`config.mk`:
```
export PLATFORM = sky130hd
export DESIGN_NAME = id_ex_stage_flat
export DESIGN_NICKNAME = d
export VERILOG_FILES = /design/src/rtl/pipe_pkg.sv /design/src/rtl/id_ex_stage_if.sv /design/src/rtl/load_use_detect.sv /design/src/rtl/id_ex_stage.sv /design/src/flat_wrapper.sv
export SDC_FILE = /design/constraint.sdc
export NUM_CORES = 1
export LEC_CHECK = 0
export BUFFER_PORTS_ARGS = -buffer_cell sky130_fd_sc_hd__buf_2
export CORE_AREA = 2 2 134 136
export CTS_CLUSTER_DIAMETER = 200
export DETAILED_ROUTE_END_ITERATION = 16
export DIE_AREA = 0 0 136 138
export PLACE_DENSITY_LB_ADDON = 0.05
export SYNTH_ARGS = -nofsm -noshare
export SYNTH_HDL_FRONTEND = slang
export SYNTH_HIERARCHICAL = 1
export SYNTH_SLANG_ARGS = --single-unit
```
`constraint.sdc`:
```
create_clock -name clk -period 2.52 [get_ports clk]
set_clock_uncertainty 0.1 [all_clocks]
set_input_delay 0.126 -clock clk [delete_from_list [all_inputs] [get_ports clk]]
set_output_delay 0.126 -clock clk [all_outputs]
set_load 0.02 [all_outputs]
```
`src/rtl/pipe_pkg.sv`:
```
// Shared pipeline types and constants for the five-stage MIPS core.
package pipe_pkg;

  localparam int unsigned REG_W   = 5;
  localparam int unsigned ALUOP_W = 4;

  localparam logic [REG_W-1:0] REG_ZERO = '0;

  typedef struct packed {
    logic valid;
    logic alusrc;
    logic regwr;
    logic memrd;
    logic memwr;
    logic memtoreg;
  } ex_ctrl_t;

  localparam ex_ctrl_t EX_BUBBLE = '0;

endpackage

```
`src/rtl/id_ex_stage_if.sv`:
```
// Decode-to-execute bundle: decoded slot in, execute register and front-end holds out.
interface id_ex_stage_if #(
  parameter int unsigned DW = 32,
  parameter int unsigned CW = 16
);
  import pipe_pkg::*;

  logic                D_Valid;
  logic [REG_W-1:0]    D_Rs, D_Rt, D_Rd;
  logic                D_UsesRs, D_UsesRt, D_RegDst;
  logic                D_ALUSrc, D_RegWr, D_MemRd, D_MemWr, D_MemtoReg;
  logic [ALUOP_W-1:0]  D_ALUOp;
  logic [DW-1:0]       D_busA, D_busB, D_Imm32, D_PC;
  logic                Flush;

  logic                E_Valid, E_ALUSrc, E_RegWr, E_MemRd, E_MemWr, E_MemtoReg;
  logic [REG_W-1:0]    E_Rs, E_Rt, E_Rw;
  logic [ALUOP_W-1:0]  E_ALUOp;
  logic [DW-1:0]       E_busA, E_busB, E_Imm32, E_PC;
  logic                PC_Wr, D_Wr;
  logic [CW-1:0]       StallCnt, FlushCnt;

  modport master (
    output D_Valid, D_Rs, D_Rt, D_Rd, D_UsesRs, D_UsesRt, D_RegDst,
           D_ALUSrc, D_RegWr, D_MemRd, D_MemWr, D_MemtoReg, D_ALUOp,
           D_busA, D_busB, D_Imm32, D_PC, Flush,
    input  E_Valid, E_ALUSrc, E_RegWr, E_MemRd, E_MemWr, E_MemtoReg,
           E_Rs, E_Rt, E_Rw, E_ALUOp, E_busA, E_busB, E_Imm32, E_PC,
           PC_Wr, D_Wr, StallCnt, FlushCnt
  );

  modport slave (
    input  D_Valid, D_Rs, D_Rt, D_Rd, D_UsesRs, D_UsesRt, D_RegDst,
           D_ALUSrc, D_RegWr, D_MemRd, D_MemWr, D_MemtoReg, D_ALUOp,
           D_busA, D_busB, D_Imm32, D_PC, Flush,
    output E_Valid, E_ALUSrc, E_RegWr, E_MemRd, E_MemWr, E_MemtoReg,
           E_Rs, E_Rt, E_Rw, E_ALUOp, E_busA, E_busB, E_Imm32, E_PC,
           PC_Wr, D_Wr, StallCnt, FlushCnt
  );

endinterface

```
`src/rtl/load_use_detect.sv`:
```
// Combinational load-use compare: an in-flight load whose destination the decode slot reads.
module load_use_detect
  import pipe_pkg::*;
(
  input  logic             e_valid_i,
  input  logic             e_memrd_i,
  input  logic             e_regwr_i,
  input  logic [REG_W-1:0] e_rw_i,
  input  logic             d_valid_i,
  input  logic             d_uses_rs_i,
  input  logic             d_uses_rt_i,
  input  logic [REG_W-1:0] d_rs_i,
  input  logic [REG_W-1:0] d_rt_i,
  output logic             hazard_c_o
);

  assign hazard_c_o = e_valid_i && e_memrd_i && e_regwr_i && (e_rw_i != REG_ZERO) &&
                      d_valid_i &&
                      ((d_uses_rs_i && (d_rs_i == e_rw_i)) ||
                       (d_uses_rt_i && (d_rt_i == e_rw_i)));

endmodule

```
`src/rtl/id_ex_stage.sv`:
```
// ID/EX pipeline register with load-use stall, flush bubbles and saturating event counters.
module id_ex_stage
  import pipe_pkg::*;
#(
  parameter int unsigned DW = 32,
  parameter int unsigned CW = 16
) (
  input  logic          clk,
  input  logic          rst_n,
  id_ex_stage_if.slave  io
);

  localparam logic [CW-1:0] CNT_MAX = '1;

  ex_ctrl_t            ctrl_q, ctrl_d;
  logic [REG_W-1:0]    rs_q, rs_d, rt_q, rt_d, rw_q, rw_d;
  logic [ALUOP_W-1:0]  aluop_q, aluop_d;
  logic [DW-1:0]       busa_q, busa_d, busb_q, busb_d, imm_q, imm_d, pc_q, pc_d;
  logic [CW-1:0]       stall_cnt_q, stall_cnt_d, flush_cnt_q, flush_cnt_d;
  logic                hazard_c, stall_c, bubble_c;

  load_use_detect u_lud (
    .e_valid_i   (ctrl_q.valid),
    .e_memrd_i   (ctrl_q.memrd),
    .e_regwr_i   (ctrl_q.regwr),
    .e_rw_i      (rw_q),
    .d_valid_i   (io.D_Valid),
    .d_uses_rs_i (io.D_UsesRs),
    .d_uses_rt_i (io.D_UsesRt),
    .d_rs_i      (io.D_Rs),
    .d_rt_i      (io.D_Rt),
    .hazard_c_o  (hazard_c)
  );

  // A flush outranks a stall: the slot is squashed anyway, so the front end must move on.
  assign stall_c  = hazard_c && !io.Flush;
  assign bubble_c = hazard_c || io.Flush;

  always_comb begin
    ctrl_d      = EX_BUBBLE;
    rs_d        = '0;
    rt_d        = '0;
    rw_d        = '0;
    aluop_d     = '0;
    busa_d      = '0;
    busb_d      = '0;
    imm_d       = '0;
    pc_d        = '0;
    stall_cnt_d = stall_cnt_q;
    flush_cnt_d = flush_cnt_q;

    // Invalid slots load normally but never write or look like a load.
    if (!bubble_c) begin
      ctrl_d.valid    = io.D_Valid;
      ctrl_d.alusrc   = io.D_ALUSrc;
      ctrl_d.regwr    = io.D_RegWr && io.D_Valid;
      ctrl_d.memrd    = io.D_MemRd && io.D_Valid;
      ctrl_d.memwr    = io.D_MemWr && io.D_Valid;
      ctrl_d.memtoreg = io.D_MemtoReg;
      rs_d            = io.D_Rs;
      rt_d            = io.D_Rt;
      rw_d            = io.D_RegDst ? io.D_Rd : io.D_Rt;
      aluop_d         = io.D_ALUOp;
      busa_d          = io.D_busA;
      busb_d          = io.D_busB;
      imm_d           = io.D_Imm32;
      pc_d            = io.D_PC;
    end

    if (stall_c && (stall_cnt_q != CNT_MAX)) begin
      stall_cnt_d = stall_cnt_q + CW'(1);
    end
    if (io.Flush && io.D_Valid && (flush_cnt_q != CNT_MAX)) begin
      flush_cnt_d = flush_cnt_q + CW'(1);
    end
  end

  always_ff @(posedge clk or negedge rst_n) begin
    if (!rst_n) begin
      ctrl_q      <= EX_BUBBLE;
      rs_q        <= '0;
      rt_q        <= '0;
      rw_q        <= '0;
      aluop_q     <= '0;
      busa_q      <= '0;
      busb_q      <= '0;
      imm_q       <= '0;
      pc_q        <= '0;
      stall_cnt_q <= '0;
      flush_cnt_q <= '0;
    end else begin
      ctrl_q      <= ctrl_d;
      rs_q        <= rs_d;
      rt_q        <= rt_d;
      rw_q        <= rw_d;
      aluop_q     <= aluop_d;
      busa_q      <= busa_d;
      busb_q      <= busb_d;
      imm_q       <= imm_d;
      pc_q        <= pc_d;
      stall_cnt_q <= stall_cnt_d;
      flush_cnt_q <= flush_cnt_d;
    end
  end

  assign io.E_Valid    = ctrl_q.valid;
  assign io.E_ALUSrc   = ctrl_q.alusrc;
  assign io.E_RegWr    = ctrl_q.regwr;
  assign io.E_MemRd    = ctrl_q.memrd;
  assign io.E_MemWr    = ctrl_q.memwr;
  assign io.E_MemtoReg = ctrl_q.memtoreg;
  assign io.E_Rs       = rs_q;
  assign io.E_Rt       = rt_q;
  assign io.E_Rw       = rw_q;
  assign io.E_ALUOp    = aluop_q;
  assign io.E_busA     = busa_q;
  assign io.E_busB     = busb_q;
  assign io.E_Imm32    = imm_q;
  assign io.E_PC       = pc_q;
  assign io.PC_Wr      = !stall_c;
  assign io.D_Wr       = !stall_c;
  assign io.StallCnt   = stall_cnt_q;
  assign io.FlushCnt   = flush_cnt_q;

endmodule

```
`src/flat_wrapper.sv`:
```
// flat-port wrapper written by rule: the top's interface ports become plain ports
module id_ex_stage_flat import pipe_pkg::*;
#(
  parameter int unsigned DW = 32,
  parameter int unsigned CW = 16
)
  (clk, rst_n, io_D_Valid, io_D_Rs, io_D_Rt, io_D_Rd, io_D_UsesRs, io_D_UsesRt, io_D_RegDst, io_D_ALUSrc, io_D_RegWr, io_D_MemRd, io_D_MemWr, io_D_MemtoReg, io_D_ALUOp, io_D_busA, io_D_busB, io_D_Imm32, io_D_PC, io_Flush, io_E_Valid, io_E_ALUSrc, io_E_RegWr, io_E_MemRd, io_E_MemWr, io_E_MemtoReg, io_E_Rs, io_E_Rt, io_E_Rw, io_E_ALUOp, io_E_busA, io_E_busB, io_E_Imm32, io_E_PC, io_PC_Wr, io_D_Wr, io_StallCnt, io_FlushCnt);
  id_ex_stage_if #(.DW(DW), .CW(CW)) io_i ();
  input  logic clk;
  input  logic rst_n;
  input wire logic [$bits(io_i.D_Valid)-1:0] io_D_Valid;
  input wire logic [$bits(io_i.D_Rs)-1:0] io_D_Rs;
  input wire logic [$bits(io_i.D_Rt)-1:0] io_D_Rt;
  input wire logic [$bits(io_i.D_Rd)-1:0] io_D_Rd;
  input wire logic [$bits(io_i.D_UsesRs)-1:0] io_D_UsesRs;
  input wire logic [$bits(io_i.D_UsesRt)-1:0] io_D_UsesRt;
  input wire logic [$bits(io_i.D_RegDst)-1:0] io_D_RegDst;
  input wire logic [$bits(io_i.D_ALUSrc)-1:0] io_D_ALUSrc;
  input wire logic [$bits(io_i.D_RegWr)-1:0] io_D_RegWr;
  input wire logic [$bits(io_i.D_MemRd)-1:0] io_D_MemRd;
  input wire logic [$bits(io_i.D_MemWr)-1:0] io_D_MemWr;
  input wire logic [$bits(io_i.D_MemtoReg)-1:0] io_D_MemtoReg;
  input wire logic [$bits(io_i.D_ALUOp)-1:0] io_D_ALUOp;
  input wire logic [$bits(io_i.D_busA)-1:0] io_D_busA;
  input wire logic [$bits(io_i.D_busB)-1:0] io_D_busB;
  input wire logic [$bits(io_i.D_Imm32)-1:0] io_D_Imm32;
  input wire logic [$bits(io_i.D_PC)-1:0] io_D_PC;
  input wire logic [$bits(io_i.Flush)-1:0] io_Flush;
  output wire logic [$bits(io_i.E_Valid)-1:0] io_E_Valid;
  output wire logic [$bits(io_i.E_ALUSrc)-1:0] io_E_ALUSrc;
  output wire logic [$bits(io_i.E_RegWr)-1:0] io_E_RegWr;
  output wire logic [$bits(io_i.E_MemRd)-1:0] io_E_MemRd;
  output wire logic [$bits(io_i.E_MemWr)-1:0] io_E_MemWr;
  output wire logic [$bits(io_i.E_MemtoReg)-1:0] io_E_MemtoReg;
  output wire logic [$bits(io_i.E_Rs)-1:0] io_E_Rs;
  output wire logic [$bits(io_i.E_Rt)-1:0] io_E_Rt;
  output wire logic [$bits(io_i.E_Rw)-1:0] io_E_Rw;
  output wire logic [$bits(io_i.E_ALUOp)-1:0] io_E_ALUOp;
  output wire logic [$bits(io_i.E_busA)-1:0] io_E_busA;
  output wire logic [$bits(io_i.E_busB)-1:0] io_E_busB;
  output wire logic [$bits(io_i.E_Imm32)-1:0] io_E_Imm32;
  output wire logic [$bits(io_i.E_PC)-1:0] io_E_PC;
  output wire logic [$bits(io_i.PC_Wr)-1:0] io_PC_Wr;
  output wire logic [$bits(io_i.D_Wr)-1:0] io_D_Wr;
  output wire logic [$bits(io_i.StallCnt)-1:0] io_StallCnt;
  output wire logic [$bits(io_i.FlushCnt)-1:0] io_FlushCnt;
  assign io_i.D_Valid = io_D_Valid;
  assign io_i.D_Rs = io_D_Rs;
  assign io_i.D_Rt = io_D_Rt;
  assign io_i.D_Rd = io_D_Rd;
  assign io_i.D_UsesRs = io_D_UsesRs;
  assign io_i.D_UsesRt = io_D_UsesRt;
  assign io_i.D_RegDst = io_D_RegDst;
  assign io_i.D_ALUSrc = io_D_ALUSrc;
  assign io_i.D_RegWr = io_D_RegWr;
  assign io_i.D_MemRd = io_D_MemRd;
  assign io_i.D_MemWr = io_D_MemWr;
  assign io_i.D_MemtoReg = io_D_MemtoReg;
  assign io_i.D_ALUOp = io_D_ALUOp;
  assign io_i.D_busA = io_D_busA;
  assign io_i.D_busB = io_D_busB;
  assign io_i.D_Imm32 = io_D_Imm32;
  assign io_i.D_PC = io_D_PC;
  assign io_i.Flush = io_Flush;
  assign io_E_Valid = io_i.E_Valid;
  assign io_E_ALUSrc = io_i.E_ALUSrc;
  assign io_E_RegWr = io_i.E_RegWr;
  assign io_E_MemRd = io_i.E_MemRd;
  assign io_E_MemWr = io_i.E_MemWr;
  assign io_E_MemtoReg = io_i.E_MemtoReg;
  assign io_E_Rs = io_i.E_Rs;
  assign io_E_Rt = io_i.E_Rt;
  assign io_E_Rw = io_i.E_Rw;
  assign io_E_ALUOp = io_i.E_ALUOp;
  assign io_E_busA = io_i.E_busA;
  assign io_E_busB = io_i.E_busB;
  assign io_E_Imm32 = io_i.E_Imm32;
  assign io_E_PC = io_i.E_PC;
  assign io_PC_Wr = io_i.PC_Wr;
  assign io_D_Wr = io_i.D_Wr;
  assign io_StallCnt = io_i.StallCnt;
  assign io_FlushCnt = io_i.FlushCnt;
  id_ex_stage #(.DW(DW), .CW(CW)) u_core (.clk(clk), .rst_n(rst_n), .io(io_i));
endmodule
```
==> results of run 1 <==
-- layer usage --
layer | routed length, µm | up-vias
met5 | 0 | -
met1 | 7750 | 2673
met4 | 395 | 0
met2 | 10400 | 228
met3 | 1490 | 24
li1 | - | 2620
-- logic make-up (layout without fill, tap and decap cells) --
| logic type | Yosys count | after routing | share of synthesized area |
|---|---|---|---|
| buffers and inverters | 24 | 555 | 0.0145 |
| xor gates and xnor gates | 36 | 36 | 0.0476 |
| AOI/OAI and AO/OA | 4 | 4 | 0.00567 |
| muxes | 10 | 10 | 0.0159 |
| DFF | 185 | 185 | 0.699 |
| adders and majority gates | 2 | 2 | 0.00378 |
| and+or+nand+nor | 231 | 232 | 0.213 |
-- layout make-up --
type | instances | share of cell area
inverters | 4 | 0.00136
flip-flops and latches | 185 | 0.418
well taps | 229 | 0.0259
repair buffers | 519 | 0.317
multi-input cells | 284 | 0.179
clock inverters | 11 | 0.0163
clock buffers | 21 | 0.0425
-- power breakdown --
group	total [W]	switching, W	internal, W	leakage (nW)
Combinational	0.00108	0.000570	0.000506	3.13
Sequential	0.00327	0.000125	0.00314	2.39
Clock	0.00289	0.00113	0.00176	0.321
Total	0.00724	0.00182	0.00541	5.85
-- worst register-to-register path, cell delays in order (launching register included) --
cell	delay [ps]
dfrtp_2	440
xor2_2	160
nor4_2	250
nand3_1	130
a221oi_2	310
buf_4	170
nand4b_1	140
nor3_1	170
buf_4	160
nand4_1	120
xnor2_1	160
-- cells in the mapped netlist --
cell / number / area share
nor3_1: 9 / 0.0068
a41oi_1: 1 / 0.0013
or3_1: 1 / 0.00095
clkbuf_1: 17 / 0.0096
nand4b_1: 1 / 0.0013
nor2b_1: 1 / 0.00095
mux2i_1: 6 / 0.0091
inv_1: 4 / 0.0023
or3_4: 1 / 0.0017
and4_1: 3 / 0.0040
dfrtp_1: 185 / 0.70
and3_1: 5 / 0.0047
o311ai_1: 1 / 0.0013
or2_2: 1 / 0.00095
nand2b_1: 1 / 0.00095
or2_1: 1 / 0.00095
ha_1: 2 / 0.0038
nor4_1: 8 / 0.0076
nand4_1: 9 / 0.0085
buf_2: 2 / 0.0015
nand3_2: 1 / 0.0015
and3b_1: 1 / 0.0013
and4bb_2: 1 / 0.0019
mux2_2: 4 / 0.0068
nand3_1: 12 / 0.0091
xor2_1: 25 / 0.033
and2_1: 145 / 0.14
xnor2_1: 11 / 0.015
nor4_4: 1 / 0.0032
nor3b_1: 3 / 0.0034
a21oi_1: 1 / 0.00075
nor2_1: 15 / 0.0085
nand3_4: 1 / 0.0026
nand2_1: 10 / 0.0057
a221oi_2: 1 / 0.0023
buf_4: 1 / 0.0011
-- cell usage in the layout, fill, tap and decap left out, drive strengths merged --
master,instances
or3,2
and3b,1
o311ai,1
or2,2
nand4,9
bufinv,4
a41oi,1
nand4b,1
nand2,10
and4,3
mux2i,6
and2,145
inv,10
clkbuf,23
mux2,4
xnor2,11
and3,5
nor3b,3
nand2b,1
clkinv,1
nor4,9
nand3,14
a21oi,1
dlygate4sd3,155
and4bb,1
nor3,9
dfrtp,185
a221oi,1
xor2,25
nor2,16
buf,362
nor2b,1
ha,2
-- how the worst max path moves through the flow --
stage	to	cells after the start	startpoint	slack, ps
global route	io_D_Wr	8	u_core/io.E_Rw[2]	-90
finish	io_D_Wr	8	u_core/io.E_Rw[2]	90
floorplan	u_core/io.StallCnt[1]	8	u_core/io.E_Rw[2]	30
CTS	io_D_Wr	8	u_core/io.E_Rw[3]	1
global placement	u_core/io.StallCnt[14]	9	u_core/io.E_Rw[2]	100
detailed placement	u_core/io.StallCnt[14]	9	u_core/io.E_Rw[2]	7
-- state kept, by name (all words and copies together) (netlist names) --
register and flops:
u_core/io.E_PC 32, u_core/io.FlushCnt 16, u_core/io.E_MemRd 1, u_core/io.E_RegWr 1, u_core/io.E_MemWr 1, u_core/io.E_Valid 1
u_core/io.E_Rs 5, u_core/io.E_busB 32, u_core/io.E_Rw 5, u_core/io.E_ALUOp 4, u_core/io.StallCnt 16, u_core/io.E_Rt 5
u_core/io.E_busA 32, u_core/io.E_MemtoReg 1, u_core/io.E_Imm32 32, u_core/io.E_ALUSrc 1
-- stage by stage --
step	setup WS, ps	utilization	setup TNS [ps]	area, µm²	hold WS, ps
after global routing	-92.8	0.632	-604	11100	9.51
after detailed placement	6.75	0.497	0	8710	70.6
after CTS	1.26	0.626	0	11000	4.27
after global placement	96.3	0.497	0	8710	65.5
after floorplan	32.3	-	0	6630	-270
final	86.7	0.632	0	11100	28.7
-- what timing repair did --
item                                    in CTS  in global routing
endpoints found under the setup margin       4                128
buffers inserted                             4                  3
pin swaps                                    5                 10
resized for setup                            9                 12
hold buffers                               155                  0
gates cloned                                 0                  2
hold endpoints to repair                   218                  0
==> results.py, run 1 <==
metrics = {
    "floorplan": {
        "fp.dieW_um": 136,
        "io_pins": 346,
        "die_y_um": 138,
        "dieArea_um2": 18800,
        "start_util": 0.378,
        "rows": 49,
        "core_region_area_um2": 17500,
    },
    "clocking": {
        "clkLatencyLatePin_ps": 420,
        "cts_num_sinks": 185,
        "clockBufferDepth": 2,
        "cts_made_buffers": 17,
        "clockRootBuffer": "clkbuf_16",
        "path_clk_slew_ps": 70,
        "cts_max_level": 4,
        "cts_tree": "yes",
    },
    "drt": {
        "initialDrtViolationCount": 185,
        "drc": 0,
        "vias_per_cell": 4.43,
        "drt-pass1-iter-count": 4,
        "antenna_left": 0,
        "post_drt_wl_per_cell_um": 16.0,
        "vias": 5545,
        "drt-total-wl_um": 20000,
    },
    "worst_setup_path": {
        "required_ps": 2290,
        "reg2reg_to": "u_core/io.StallCnt[11]",
        "crit_path_cell_trace": "xor2_2 > nor4_2 > nand3_1 > a221oi_2 > nor2b_4 > inv_2 > buf_6 > buf_6",
        "crit_top_cell": "buf_6",
        "path_buf_inv": 3,
        "crit_type": "register to primary output",
        "cp-start-kind": "register",
        "cp_top_family": "simple AND/OR/NAND/NOR gates",
        "worstPathArrival_ps": 2210,
        "worst_setup_path_end_kind": "primary output",
        "cpMaxStageDelayCell": "dfrtp_2",
        "max_stage_delay_ps": 440,
        "r2r_slack_ps": 110,
        "r2r_start": "u_core/io.E_Rw[2]",
        "r2r_cells": 10,
        "crit_fanout": 4,
    },
    "power": {
        "powerDensity_nw_per_um2": 653,
        "vdd_drop_max_uv": 448,
        "power.leakage_nw": 5.85,
        "total_power_w": 0.00724,
    },
    "synth": {
        "yosysUniqueCellTypes": 36,
        "ys_ff_latch": 185,
        "ys_warn_count": 6,
        "syn-cell-area_um2": 6620,
        "syn_nets": 653,
        "ys_seq_area_frac": 0.699,
        "syn_avg_cell_area_um2": 13.5,
        "synthCells": 492,
    },
    "hold_path": {
        "min_from": "io_D_RegDst",
        "min_path_cells": 3,
        "hold_path_class": "input port to register",
        "holdPathEnd": "u_core/io.E_Rw[1]",
    },
    "placed_design": {
        "dpl.hpwl_um": 13800,
        "portBuffers": 345,
        "gp_congestion": 0.835,
        "dp_cells": 1057,
    },
    "sta": {
        "tightest_slew_ps": 645,
        "finalSetupViolCount": 0,
        "drv_slew": 0,
        "fmax_mhz": 411,
        "hold_viol_final": 0,
        "final.min_clock_period_ps": 2430,
        "grt_setup_unrepaired": "yes",
        "slew-limit-headroom": 0.570,
        "finalCritPeriodShare": 0.966,
    },
    "grt": {
        "grt_pass1_vias": 5994,
        "use_met2": 0.375,
        "grt_usage": 0.214,
        "top_usage_layer": "met2",
        "grt_max_degree": 71,
        "antenna_found_initial": 0,
        "grt_pass1_wl_um": 31000,
        "use_met3": 0.0730,
        "overflow": 0,
        "use_met1": 0.241,
    },
    "outcome": {
        "status": "completed",
    },
    "cells_and_area": {
        "area_growth_pct": 67.3,
        "multi_input_area_um2": 1980,
        "final.fill_count": 1389,
        "drive_gt1_frac": 0.409,
        "n_antenna_cell": 0,
        "regArea_um2": 4630,
        "finalNetCount": 1172,
        "stdcell_count": 1253,
    },
    "job": {
        "drv_cap": 0,
    },
}
(Power assumes the default switching activity.)
==> run 2: changes to the inputs <==
PLACE_DENSITY = 0.73   (was not set)
PLACE_DENSITY_LB_ADDON = not set   (was 0.05)
==> results.py, run 2 (same netlist as run 1, synthesis figures left out) <==
metrics = {
    "grt": {
        "antenna_found_initial": 0,
        "grt_usage": 0.227,
        "overflow": 0,
        "grt_max_degree": 65,
        "grt_pass1_vias": 6308,
        "grt_pass1_wl_um": 32900,
    },
    "placed_design": {
        "dp_cells": 1064,
        "gp_congestion": 0.851,
        "portBuffers": 345,
        "dpl.hpwl_um": 13500,
    },
    "cells_and_area": {
        "regArea_um2": 4630,
        "multi_input_area_um2": 1980,
        "layout_commonest_cell": "buf_2",
        "final_cell_mix": "342 x buf_2, 185 x dfrtp_1, 158 x dlygate4sd3_1",
        "drive_gt1_frac": 0.410,
        "final.fill_count": 1288,
        "finalNetCount": 1180,
        "area_growth_pct": 67.1,
        "n_antenna_cell": 0,
        "stdcell_count": 1261,
    },
    "outcome": {
        "status": "finished, violations left",
        "violations": "setup timing",
    },
    "clocking": {
        "cts_max_level": 4,
        "cts_made_buffers": 17,
        "cts_num_sinks": 185,
        "cts_tree": "yes",
        "path_clk_slew_ps": 70,
        "clkLatencyLatePin_ps": 420,
        "clockBufferDepth": 2,
        "clockRootBuffer": "clkbuf_16",
    },
    "sta": {
        "hold_slack_ps": 45.1,
        "slew-limit-headroom": 0.481,
        "finalSetupViolCount": 2,
        "fmax_mhz": 392,
        "final.min_clock_period_ps": 2550,
        "tightest_slew_ps": 778,
        "fin_ws_ps": -32.6,
        "hold_viol_final": 0,
        "grt_setup_unrepaired": "yes",
        "finalCritPeriodShare": 1.01,
        "drv_slew": 0,
    },
    "drt": {
        "drt-total-wl_um": 21400,
        "initialDrtViolationCount": 231,
        "vias_per_cell": 4.56,
        "post_drt_wl_per_cell_um": 17.0,
        "drc": 0,
        "drt-pass1-iter-count": 4,
        "vias": 5744,
        "antenna_left": 0,
    },
    "floorplan": {
        "io_pins": 346,
        "die_y_um": 138,
        "dieArea_um2": 18800,
        "fp.dieW_um": 136,
        "rows": 49,
        "core_region_area_um2": 17500,
        "start_util": 0.378,
    },
    "worst_setup_path": {
        "crit_top_cell": "buf_6",
        "cpMaxStageDelayCell": "dfrtp_1",
        "worstPathArrival_ps": 2330,
        "cp_top_family": "simple AND/OR/NAND/NOR gates",
        "max_stage_delay_ps": 420,
        "crit_fanout": 3,
        "crit_path_cell_trace": "xor2_1 > nor4_1 > nand3_1 > a221oi_2 > buf_4 > nor2b_4 > inv_2 > buf_6 > buf_6",
        "required_ps": 2290,
        "cp-start-kind": "register",
        "path_buf_inv": 4,
        "worst_setup_path_end_kind": "primary output",
        "crit_type": "register to primary output",
    },
    "power": {
        "total_power_w": 0.00702,
        "vdd_drop_max_uv": 433,
        "power.leakage_nw": 5.84,
        "powerDensity_nw_per_um2": 634,
    },
    "hold_path": {
        "hold_path_class": "input port to register",
    },
    "job": {
        "drv_cap": 0,
    },
}
==> run 2: area by class of cell <==
cell class                 instances  area share
sequential                       185       0.418
timing repair buffer             527       0.322
multi-input combinational        284       0.179
clock buffer                      18      0.0388
tap                              229      0.0259
clock inverter                    14      0.0146
inverter                           4     0.00136
==> run 2: worst paths after layout <==
check	slack, ps	start	depth (start not counted)	end
min in group asynchronous	160	rst_n	2	u_core/io.E_MemWr
setup / recovery	-30	u_core/io.E_Rw[1]	9	io_PC_Wr
hold / removal	50	io_D_RegDst	3	u_core/io.E_Rw[2]
max in group asynchronous	1470	rst_n	3	u_core/io.E_PC[29]
setup reg to reg	10	u_core/io.E_Rw[1]	11	u_core/io.StallCnt[13]
hold reg to reg	400	u_core/io.StallCnt[10]	1	u_core/io.StallCnt[10]
==> run 2: what timing repair did <==
item,in CTS,in global routing
gates resized for setup,10,16
buffers inserted,4,2
pin swaps,5,15
setup endpoints to repair,4,128
hold buffers,158,0
hold endpoints to repair,212,0
gates cloned,0,1
==> run 2: routing by layer <==
metal  vias to the layer above  GRT usage  share of wire
li1                       2637          -              -
met1                      2790      0.263           0.39
met2                       264      0.384           0.49
met3                        53     0.0682          0.078
met4                         0      0.105          0.036
met5                         -          0              0
==> run 2: stage by stage <==
| step | setup TNS, ps | cell area (µm²) | utilization | worst slack, ps |
|---|---|---|---|---|
| floorplan | 0 | 6630 | - | 32.3 |
| global placement | 0 | 8750 | 0.499 | 83.8 |
| detailed placement | 0 | 8750 | 0.499 | 5.23 |
| CTS | -1080 | 11000 | 0.626 | -33.0 |
| global route | -1240 | 11100 | 0.631 | -178 |
| finish | -64.1 | 11100 | 0.631 | -32.6 |
==> run 2: power by group <==
group / switching, W / leakage, nW / internal [W]
clock network: 0.00126 / 0.280 / 0.00141
logic: 0.000582 / 3.16 / 0.000510
registers: 0.000117 / 2.40 / 0.00314
total: 0.00196 / 5.84 / 0.00506
==> run 2: tightest hold or removal path: cells and delay by family <==
family | cells | cell delay (ps)
buf+inv | 1 | 180
mux | 1 | 120
simple gates | 1 | 90
==> run 3: changes to the inputs <==
CORE_AREA = 2 2 136 138   (was 2 2 134 136)
DIE_AREA = 0 0 138 140   (was 0 0 136 138)
PLACE_DENSITY = 0.69   (was 0.73)
clock period = 3.3 ns   (was 2.52 ns; I/O delays follow)
==> results.py, run 3 (same netlist as run 1, synthesis figures left out) <==
metrics = {
    "clocking": {
        "cts_setup_buffers": 0,
        "cts_max_level": 4,
        "clockBufferDepth": 2,
        "cts_num_sinks": 185,
        "clockRootBuffer": "clkbuf_16",
        "cts_tree": "yes",
        "clkLatencyLatePin_ps": 420,
        "path_clk_slew_ps": 70,
        "ctsResizeCount": 0,
        "cts_made_buffers": 17,
    },
    "cells_and_area": {
        "drive_gt1_frac": 0.391,
        "final_util": 0.607,
        "final_cell_mix": "344 x buf_2, 185 x dfrtp_1, 158 x dlygate4sd3_1",
        "n_antenna_cell": 0,
        "layout_commonest_cell": "buf_2",
        "stdcell_count": 1243,
        "finalNetCount": 1162,
        "area_growth_pct": 62.9,
    },
    "drt": {
        "vias_per_cell": 4.49,
        "initialDrtViolationCount": 217,
        "drc": 0,
        "drt-pass1-iter-count": 4,
        "drt-total-wl_um": 19900,
        "antenna_left": 0,
        "post_drt_wl_per_cell_um": 16.0,
        "vias": 5583,
    },
    "placed_design": {
        "dpl.hpwl_um": 12800,
        "gp_congestion": 0.840,
        "portBuffers": 345,
        "dp_cells": 1053,
    },
    "hold_path": {
        "min_path_cells": 3,
        "hold_path_class": "input port to register",
        "holdPathEnd": "u_core/io.E_Rw[3]",
        "min_from": "io_D_RegDst",
    },
    "worst_setup_path": {
        "r2r_start": "u_core/io.E_Rw[1]",
        "crit_type": "register to register",
        "r2r_slack_ps": 390,
        "cp-start-kind": "register",
        "worstPathArrival_ps": 3110,
        "required_ps": 3500,
        "crit_fanout": 71,
        "worst_setup_path_end_kind": "register",
        "r2r_cells": 9,
        "reg2reg_to": "u_core/io.E_MemWr",
    },
    "grt": {
        "antenna_found_initial": 0,
        "use_met2": 0.347,
        "top_usage_layer": "met2",
        "grt_max_degree": 83,
        "use_met1": 0.247,
        "grt_pass1_vias": 5996,
        "use_met3": 0.0561,
        "overflow": 0,
        "grt_pass1_wl_um": 31300,
        "grt_usage": 0.206,
    },
    "sta": {
        "finalSetupViolCount": 0,
        "finalCritPeriodShare": 0.882,
        "final.min_clock_period_ps": 2910,
        "slew-limit-headroom": 0.505,
        "timing.setup.tns_ps": 0,
        "fmax_mhz": 344,
        "hold_viol_final": 0,
        "grt_setup_unrepaired": "no",
        "drv_slew": 0,
        "tightest_slew_ps": 735,
    },
    "floorplan": {
        "fp.dieW_um": 138,
        "die_y_um": 140,
        "dieArea_um2": 19300,
        "io_pins": 346,
        "rows": 49,
        "core_region_area_um2": 17800,
        "start_util": 0.372,
    },
    "power": {
        "clkPwrFrac": 0.372,
        "vdd_drop_max_uv": 327,
        "powerDensity_nw_per_um2": 486,
        "p_seq_frac": 0.475,
        "p_switching_w": 0.00146,
        "power.leakage_nw": 5.71,
        "p_int_w": 0.00379,
        "p_sw_frac": 0.278,
        "comb_power_share": 0.153,
    },
    "outcome": {
        "status": "completed",
    },
    "job": {
        "drv_cap": 0,
    },
}
-- run 3: cell types whose count changed in the layout (fill, tap and decap cells not counted), moves of 3 or more --
cell	delta
nor2_1	+3
nor2_4	-3
inv_8	-3
buf_6	-7
inv_6	+3
buf_4	-10
-- run 3: worst max path at each step --
stage	depth (start not counted)	to	from	slack [ps]
after detailed placement	10	u_core/io.StallCnt[10]	u_core/io.E_Rw[1]	570
after global routing	9	u_core/io.E_MemWr	u_core/io.E_Rw[1]	290
after CTS	9	u_core/io.E_MemRd	u_core/io.E_Rw[1]	450
after floorplan	9	u_core/io.StallCnt[14]	u_core/io.E_Rw[2]	730
final	9	u_core/io.E_MemWr	u_core/io.E_Rw[1]	390
after global placement	10	u_core/io.StallCnt[14]	u_core/io.E_Rw[2]	640
-- run 3: stage by stage --
step	area, µm²	hold slack (ps)	worst slack, ps	power [W]
after CTS	10800	43.2	448	0.00529
after global placement	8640	152	641	0.00317
after global routing	10800	73.3	290	0.00548
after floorplan	6620	-231	734	0.00285
after detailed placement	8640	153	570	0.00318
final	10800	64.0	389	0.00524
-- run 3: routing by layer --
metal | vias to the layer above | wire length (µm) | share of wire
met5 | - | 0 | 0
met4 | 0 | 685 | 0.035
met3 | 51 | 1410 | 0.071
met2 | 266 | 9740 | 0.49
met1 | 2656 | 8020 | 0.40
li1 | 2610 | - | -
-- run 3: area by class of cell --
class / instances / area, µm²
Fill cell: 1364 / 6990
Timing Repair Buffer: 510 / 3380
Tap cell: 229 / 287
Clock buffer: 18 / 439
Inverter: 4 / 15.0
Multi-Input combinational cell: 283 / 1900
Sequential cell: 185 / 4630
Clock inverter: 14 / 131
-- run 3: critical path: stages (launching register included) --
cell and delay [ps]:
dfrtp_1 430, xor2_1 190, nor4_1 330, nand3_1 150
a221oi_2 240, buf_4 180, nor2_4 40, buf_4 280
and3_1 270, dlygate4sd3_1 560
-- run 3: power by group through the flow --
stage / Combinational, W / Sequential [W] / Clock [W]
floorplan: 0.000152 / 0.00270 / 0
global route: 0.000859 / 0.00251 / 0.00212
global placement: 0.000647 / 0.00253 / 0
finish: 0.000803 / 0.00249 / 0.00195
CTS: 0.000801 / 0.00249 / 0.00201
detailed placement: 0.000652 / 0.00253 / 0
-- run 3: what timing repair did --
| item | CTS | global route |
|---|---|---|
| hold buffers | 158 | 0 |
| endpoints found under the hold margin | 232 | 0 |
| setup endpoints to repair | 0 | 0 |
